--- src/rtl/fir_seq_mac_pkg.sv ---
// Shared types and helpers for the sequential-MAC FIR.
//   state_t   : control states of the filter (IDLE, MAC, OUT)
//   acc_width : accumulator width that cannot overflow over N_TAPS products
package fir_pkg;

    typedef enum logic [1:0] {
        IDLE = 2'd0,
        MAC  = 2'd1,
        OUT  = 2'd2
    } state_t;

    function automatic int acc_width(input int data_w, input int coef_w, input int n_taps);
        return data_w + coef_w + $clog2(n_taps);
    endfunction

endpackage

--- src/rtl/fir_seq_mac_if.sv ---
// Sample/result/coefficient bus of the sequential-MAC FIR.
//   in_valid/in_ready/in_data    : sample stream into the filter
//   out_valid/out_ready/out_data : filtered result stream out of the filter
//   coef_wr/coef_addr/coef_data  : coefficient write port (honoured only while idle)
//   busy                         : filter is working on a sample or holding a result
// master = sample source / result consumer / coefficient writer, slave = the filter.
interface fir_seq_mac_if #(
    parameter int DATA_W = 12,
    parameter int COEF_W = 16,
    parameter int OUT_W  = 32,
    parameter int N_TAPS = 15
);
    localparam int AW = $clog2(N_TAPS);

    logic                     in_valid;
    logic                     in_ready;
    logic signed [DATA_W-1:0] in_data;
    logic                     out_valid;
    logic                     out_ready;
    logic signed [OUT_W-1:0]  out_data;
    logic                     coef_wr;
    logic [AW-1:0]            coef_addr;
    logic signed [COEF_W-1:0] coef_data;
    logic                     busy;

    modport master (
        output in_valid, in_data, out_ready, coef_wr, coef_addr, coef_data,
        input  in_ready, out_valid, out_data, busy
    );

    modport slave (
        input  in_valid, in_data, out_ready, coef_wr, coef_addr, coef_data,
        output in_ready, out_valid, out_data, busy
    );

endinterface

--- src/rtl/fir_seq_mac_round_sat.sv ---
// Combinational output scaling: round half up, arithmetic right shift by SHIFT,
// then clamp to the signed OUT_W range.
//   acc : signed accumulator, ACC_W bits
//   y   : signed scaled and saturated result, OUT_W bits
module fir_round_sat #(
    parameter int ACC_W = 32,
    parameter int SHIFT = 0,
    parameter int OUT_W = 32
) (
    input  logic signed [ACC_W-1:0] acc,
    output logic signed [OUT_W-1:0] y
);
    // One guard bit so adding the rounding constant can never wrap.
    localparam int EXT_W = ACC_W + 1;

    logic signed [EXT_W-1:0] ext;
    logic signed [EXT_W-1:0] shifted;

    assign ext = EXT_W'(acc);

    generate
        if (SHIFT == 0) begin : g_no_round
            assign shifted = ext;
        end else begin : g_round
            localparam logic signed [EXT_W-1:0] HALF = EXT_W'(64'sd1 <<< (SHIFT - 1));
            assign shifted = (ext + HALF) >>> SHIFT;
        end

        if (OUT_W >= EXT_W) begin : g_wide
            assign y = OUT_W'(shifted);
        end else begin : g_clamp
            localparam logic signed [EXT_W-1:0] MAX_V = EXT_W'((64'sd1 <<< (OUT_W - 1)) - 64'sd1);
            localparam logic signed [EXT_W-1:0] MIN_V = ~MAX_V;

            always_comb begin
                if (shifted > MAX_V) begin
                    y = MAX_V[OUT_W-1:0];
                end else if (shifted < MIN_V) begin
                    y = MIN_V[OUT_W-1:0];
                end else begin
                    y = shifted[OUT_W-1:0];
                end
            end
        end
    endgenerate

endmodule

--- src/rtl/fir_seq_mac.sv ---
// Time-multiplexed FIR filter: one multiply-accumulate per cycle over a
// circular delay line, runtime-writable coefficients, rounded and saturated output.
//   clk    : clock, rising edge
//   nreset : asynchronous active-low reset
//   bus    : fir_seq_mac_if.slave (sample in, result out, coefficient write, busy)
module fir_seq_mac
    import fir_pkg::*;
#(
    parameter int N_TAPS = 15,
    parameter int DATA_W = 12,
    parameter int COEF_W = 16,
    parameter int OUT_W  = 32,
    parameter int SHIFT  = 0
) (
    input  logic           clk,
    input  logic           nreset,
    fir_seq_mac_if.slave   bus
);
    localparam int ACC_W  = acc_width(DATA_W, COEF_W, N_TAPS);
    localparam int AW     = $clog2(N_TAPS);
    localparam int PROD_W = DATA_W + COEF_W;
    localparam logic [AW-1:0] LAST_K = AW'(N_TAPS - 1);
    localparam logic [AW-1:0] ONE    = AW'(1);

    state_t state, state_nx;

    logic signed [DATA_W-1:0] dl   [N_TAPS];
    logic signed [COEF_W-1:0] coef [N_TAPS];
    logic [AW-1:0]            wp;
    logic [AW-1:0]            k;
    logic [AW-1:0]            rd;
    logic signed [ACC_W-1:0]  acc;
    logic signed [ACC_W-1:0]  acc_sum;
    logic signed [PROD_W-1:0] prod;
    logic signed [OUT_W-1:0]  sat_out;
    logic signed [OUT_W-1:0]  out_data_r;
    logic                     accept;
    logic                     mac_last;
    logic                     coef_ok;

    // NOTE: sequential state is updated with <= so every flop samples the
    // pre-edge value of every other flop, independent of process order.
    always_ff @(posedge clk or negedge nreset) begin
        if (!nreset) begin
            state <= IDLE;
        end else begin
            state <= state_nx;
        end
    end

    // NOTE: every output of this block is given a default first, so no path
    // leaves a signal unassigned and no latch is inferred.
    always_comb begin
        state_nx      = state;
        bus.in_ready  = 1'b0;
        bus.out_valid = 1'b0;
        accept        = 1'b0;
        mac_last      = 1'b0;
        unique case (state)
            IDLE: begin
                // Gated with nreset so the source sees not-ready while reset is held.
                bus.in_ready = nreset;
                if (bus.in_valid && nreset) begin
                    accept   = 1'b1;
                    state_nx = MAC;
                end
            end
            MAC: begin
                mac_last = (k == LAST_K);
                if (mac_last) begin
                    state_nx = OUT;
                end
            end
            OUT: begin
                bus.out_valid = 1'b1;
                if (bus.out_ready) begin
                    state_nx = IDLE;
                end
            end
            default: state_nx = IDLE;
        endcase
    end

    assign bus.busy     = (state != IDLE);
    assign bus.out_data = out_data_r;

    assign coef_ok = (state == IDLE) && bus.coef_wr && (int'(bus.coef_addr) < N_TAPS);

    // Tap k reads the sample k steps older than the newest one at wp.
    // Modulo-2^AW wrap of wp-k is undone by adding N_TAPS when k > wp.
    assign rd      = (wp >= k) ? (wp - k) : (wp - k + AW'(N_TAPS));
    assign prod    = dl[rd] * coef[k];
    assign acc_sum = acc + ACC_W'(prod);

    // Scaling is applied to the sum including the final product, so the
    // result is registered on the same edge that enters OUT.
    fir_round_sat #(
        .ACC_W (ACC_W),
        .SHIFT (SHIFT),
        .OUT_W (OUT_W)
    ) u_round_sat (
        .acc (acc_sum),
        .y   (sat_out)
    );

    // NOTE: the delay line and coefficients are flop arrays, not RAM, and are
    // cleared by reset because the filter must restart from a known impulse.
    always_ff @(posedge clk or negedge nreset) begin
        if (!nreset) begin
            for (int i = 0; i < N_TAPS; i++) begin
                dl[i]   <= '0;
                coef[i] <= (i == 0) ? COEF_W'(1) : '0;
            end
            wp         <= '0;
            k          <= '0;
            acc        <= '0;
            out_data_r <= '0;
        end else begin
            if (coef_ok) begin
                coef[bus.coef_addr] <= bus.coef_data;
            end
            if (accept) begin
                dl[wp] <= bus.in_data;
                acc    <= '0;
                k      <= '0;
            end
            if (state == MAC) begin
                acc <= acc_sum;
                if (mac_last) begin
                    k          <= '0;
                    wp         <= (wp == LAST_K) ? '0 : wp + ONE;
                    out_data_r <= sat_out;
                end else begin
                    k <= k + ONE;
                end
            end
        end
    end

endmodule

--- src/flat_wrapper.sv ---
// flat-port wrapper written by rule: the top's interface ports become plain ports
module fir_seq_mac_flat import fir_pkg::*;
#(
    parameter int N_TAPS = 15,
    parameter int DATA_W = 12,
    parameter int COEF_W = 16,
    parameter int OUT_W  = 32,
    parameter int SHIFT  = 0
)
  (clk, nreset, bus_in_valid, bus_in_data, bus_out_ready, bus_coef_wr, bus_coef_addr, bus_coef_data, bus_in_ready, bus_out_valid, bus_out_data, bus_busy);
  fir_seq_mac_if #(.DATA_W(DATA_W), .COEF_W(COEF_W), .OUT_W(OUT_W), .N_TAPS(N_TAPS)) bus_i ();
  input  logic clk;
  input  logic nreset;
  input wire logic [$bits(bus_i.in_valid)-1:0] bus_in_valid;
  input wire logic [$bits(bus_i.in_data)-1:0] bus_in_data;
  input wire logic [$bits(bus_i.out_ready)-1:0] bus_out_ready;
  input wire logic [$bits(bus_i.coef_wr)-1:0] bus_coef_wr;
  input wire logic [$bits(bus_i.coef_addr)-1:0] bus_coef_addr;
  input wire logic [$bits(bus_i.coef_data)-1:0] bus_coef_data;
  output wire logic [$bits(bus_i.in_ready)-1:0] bus_in_ready;
  output wire logic [$bits(bus_i.out_valid)-1:0] bus_out_valid;
  output wire logic [$bits(bus_i.out_data)-1:0] bus_out_data;
  output wire logic [$bits(bus_i.busy)-1:0] bus_busy;
  assign bus_i.in_valid = bus_in_valid;
  assign bus_i.in_data = bus_in_data;
  assign bus_i.out_ready = bus_out_ready;
  assign bus_i.coef_wr = bus_coef_wr;
  assign bus_i.coef_addr = bus_coef_addr;
  assign bus_i.coef_data = bus_coef_data;
  assign bus_in_ready = bus_i.in_ready;
  assign bus_out_valid = bus_i.out_valid;
  assign bus_out_data = bus_i.out_data;
  assign bus_busy = bus_i.busy;
  fir_seq_mac #(.N_TAPS(N_TAPS), .DATA_W(DATA_W), .COEF_W(COEF_W), .OUT_W(OUT_W), .SHIFT(SHIFT)) u_core (.clk(clk), .nreset(nreset), .bus(bus_i));
endmodule
--- config.mk ---
export PLATFORM = sky130hd
export DESIGN_NAME = fir_seq_mac_flat
export DESIGN_NICKNAME = d
export VERILOG_FILES = /design/src/rtl/fir_seq_mac_pkg.sv /design/src/rtl/fir_seq_mac_if.sv /design/src/rtl/fir_seq_mac_round_sat.sv /design/src/rtl/fir_seq_mac.sv /design/src/flat_wrapper.sv
export SDC_FILE = /design/constraint.sdc
export NUM_CORES = 1
export LEC_CHECK = 0
export ABC_AREA = 1
export BUFFER_PORTS_ARGS = -buffer_cell sky130_fd_sc_hd__buf_2
export CAP_MARGIN = 40
export CORE_MARGIN = 2
export CORE_UTILIZATION = 45
export DETAILED_ROUTE_END_ITERATION = 6
export PLACE_DENSITY = 0.67
export SKIP_LAST_GASP = 1
export SLEW_MARGIN = 10
export SYNTH_ARGS = -nofsm -noshare
export SYNTH_HDL_FRONTEND = slang
export SYNTH_SLANG_ARGS = --single-unit
--- constraint.sdc ---
create_clock -name clk -period 11.8 [get_ports clk]
set_clock_uncertainty 0.1 [all_clocks]
set_input_delay 0 -clock clk [delete_from_list [all_inputs] [get_ports clk]]
set_output_delay 0 -clock clk [all_outputs]
set_load 0.005 [all_outputs]
==> results.sh <==
export IMPL_status="finished clean"
export IMPL_crit_buf_inv=6
export IMPL_synth_edff_count=0
export IMPL_dp_hpwl_mm=58.12
export IMPL_rsz0062_at_grt="false"
export IMPL_fillers=6446
export IMPL_cp_required_ns=12.22
export IMPL_fin_crit_sh=0.8269
export IMPL_wl_mm=85.28
export IMPL_via_per_inst=5.529
export IMPL_drc=0
export IMPL_worstPathArrival_ns=10.18
export IMPL_grt_max_degree=171
export IMPL_drtPass1Iterations=7
export IMPL_syn_area_um2=30770
export IMPL_finalSetupTns_ns=0
export IMPL_synth_fp_nets=4023
export IMPL_async_flop_share=1.000
export IMPL_crit_family="adder cells"
export IMPL_ant_nets=0
export IMPL_finalSetupViolCount=0
export IMPL_cts_buffer_depth=3
export IMPL_io_pin_count=72
export IMPL_cts_sinks=494
export IMPL_cts_buffers=55
export IMPL_num_antenna_cells=0
export IMPL_grt_usage=0.2478
export IMPL_drt_iter0_drc=2693
export IMPL_worstSetupStartpointType="register"
export IMPL_ys_types=41
export IMPL_io_buffers=71
export IMPL_dr_total_vias=25328
export IMPL_place_gp_congestion=0.9202
export IMPL_cap_viol_max_count=0
export IMPL_wire_per_inst_um=18.62
export IMPL_setup_slack_ns=2.042
export IMPL_synthCells=3671
export IMPL_die_h_um=265.5
export IMPL_rows=95
export IMPL_fin_nets=4017
export IMPL_antenna_found_initial=0
export IMPL_cts_tree="yes"
export IMPL_post_cts_setup_buffers=0
export IMPL_area_growth_pct=10.61
export IMPL_grt_pass1_wl_mm=139.1
export IMPL_avgSynthCellArea_um2=8.381
export IMPL_slew_violations=0
export IMPL_holdWs_ns=0.04400
export IMPL_synth_ff_latch_count=494
export IMPL_die_area_um2=70480
export IMPL_period_minus_slack_ns=9.758
export IMPL_drive_above_1_share=0.06904
export IMPL_tightest_slew_ns=1.062
export IMPL_final_area_um2=34030
export IMPL_grt_overflow=0
export IMPL_die_width_um=265.5
export IMPL_finalHoldViolations=0
export IMPL_cts_clk_slew_worst_paths_ns=0.06
export IMPL_core_um2=67400
export IMPL_yosys_warnings=0
export IMPL_cp_slowest_cell="dfrtp_1"
export IMPL_placed_cell_area_um2=31790
export IMPL_min_path_type="primary input to register"
export IMPL_critPathKind="register to register"
export IMPL_cts_root_buf="clkbuf_16"
export IMPL_dpl_worst_slack_ns=2.270
export IMPL_initial_core_util=0.4565
export IMPL_grt_pass1_vias=25024
export IMPL_clk_latency_ns=0.64
export IMPL_max_freq_mhz=102.5
export IMPL_ys_flop_type="dfrtp_1"
export IMPL_yosysSeqAreaShare=0.4018
export IMPL_h_tree_depth=2
export IMPL_critPathMaxStageDelay_ns=0.75
export IMPL_slew_headroom=0.2921
export IMPL_endpoint_kind="register"
export IMPL_critical_path_max_fanout=40
synthesized netlist by cell type, types with 16 or more instances:
master	n	share of area
inv_1	333	0.041
o22ai_1	19	0.0039
nor2_1	164	0.020
nand3_2	16	0.0052
o21ai_0	487	0.079
clkbuf_1	143	0.017
nand4_1	16	0.0033
o311ai_0	16	0.0046
nand2_1	1005	0.12
buf_4	21	0.0051
buf_2	46	0.0075
dfrtp_1	493	0.40
ha_1	90	0.037
fa_1	225	0.15
a32oi_1	16	0.0046
a21oi_1	109	0.018
nand3_1	373	0.061
worst min-delay path, stage by stage:
cell      delay (ns)
buf_2           0.13
o211ai_1        0.12
nor3_1          0.11
nand2_1         0.24
o21ai_0         0.12
placed cells by master (no fill, tap or decap), types with 5 or more instances in the layout:
master	count
xor2_1	9
clkbuf_8	11
fa_1	225
or2_2	8
clkinv_2	9
a22oi_1	8
nand4_1	16
buf_8	9
o21ai_0	487
nand2_2	11
nand2_1	1005
nor2_1	162
nand3b_1	6
inv_1	333
nor3_1	8
dlygate4sd3_1	38
nand3_2	16
dfrtp_1	491
a32oi_1	16
buf_2	70
a21oi_1	109
buf_4	28
xnor2_1	8
nand3_1	373
o211ai_1	9
clkbuf_1	14
clkbuf_16	56
inv_2	5
ha_1	90
o311ai_0	16
o22ai_1	19
sequential cells by signal (all words and copies together), names as in the netlist:
name,cells
u_core.dl,180
u_core.k,4
u_core.bus.out_data,32
u_core.acc,32
u_core.state,2
u_core.wp,4
u_core.coef,240
per-layer routing:
metal  part of all wire  wire (um)  vias to the layer above  GRT usage
li1                   -          -                    11839          -
met1               0.44      37350                    12471     0.3446
met2               0.47      39860                      878     0.4011
met3              0.069       5911                      140    0.04110
met4              0.025       2159                        0    0.07070
met5                  0          0                        -          0
kinds of logic (layout without fill, tap and decap cells):
family,after synthesis,in the layout,share of synthesized area
flip-flops,494,494,0.4018
AND/OR/NAND/NOR,1610,1610,0.2194
AO/OA/AOI/OAI,674,674,0.1169
buffers and inverters,560,597,0.07349
adder cells (fa/ha/maj),315,315,0.1830
XOR/XNOR,18,18,0.005369
cell type report:
class	instances	area [um2]	area share
Multi-Input combinational cell	2617	16160	0.4749
Sequential cell	494	12370	0.3634
Clock buffer	81	1605	0.04717
Timing Repair Buffer	156	1291	0.03794
Inverter	341	1282	0.03769
Tap cell	873	1092	0.03210
Clock inverter	19	230.2	0.006765
final timing paths:
kind / from / end / slack (ns) / cells after the start
max reg2reg: u_core.k[2]$_DFFE_PN0P_ / u_core.bus.out_data[19]$_DFFE_PN0P_ / 2.04 / 32
min reg2reg: u_core.bus.out_data[19]$_DFFE_PN0P_ / u_core.bus.out_data[19]$_DFFE_PN0P_ / 0.37 / 2
min in group asynchronous: nreset / u_core.coef[110]$_DFFE_PN0P_ / 0.49 / 4
max in group asynchronous: nreset / u_core.dl[143]$_DFFE_PN0P_ / 9.57 / 6
max: u_core.k[2]$_DFFE_PN0P_ / u_core.bus.out_data[19]$_DFFE_PN0P_ / 2.04 / 32
min: bus_coef_wr / u_core.coef[206]$_DFFE_PN0P_ / 0.04 / 5
what timing repair did:
| action | CTS | global route |
|---|---|---|
| hold endpoints to repair | 505 | 0 |
| hold buffers | 39 | 0 |
| resized for setup | 0 | 0 |
through the flow:
step,instances,utilization
final,4581,0.5049
after global routing,4581,0.5049
after CTS,4581,0.5049
after detailed placement,4442,0.4717
after global placement,4425,0.4674
after floorplan,3671,-
Power is not shown: default switching activity piles up to over one toggle a cycle in this logic, so the estimate is an artifact.
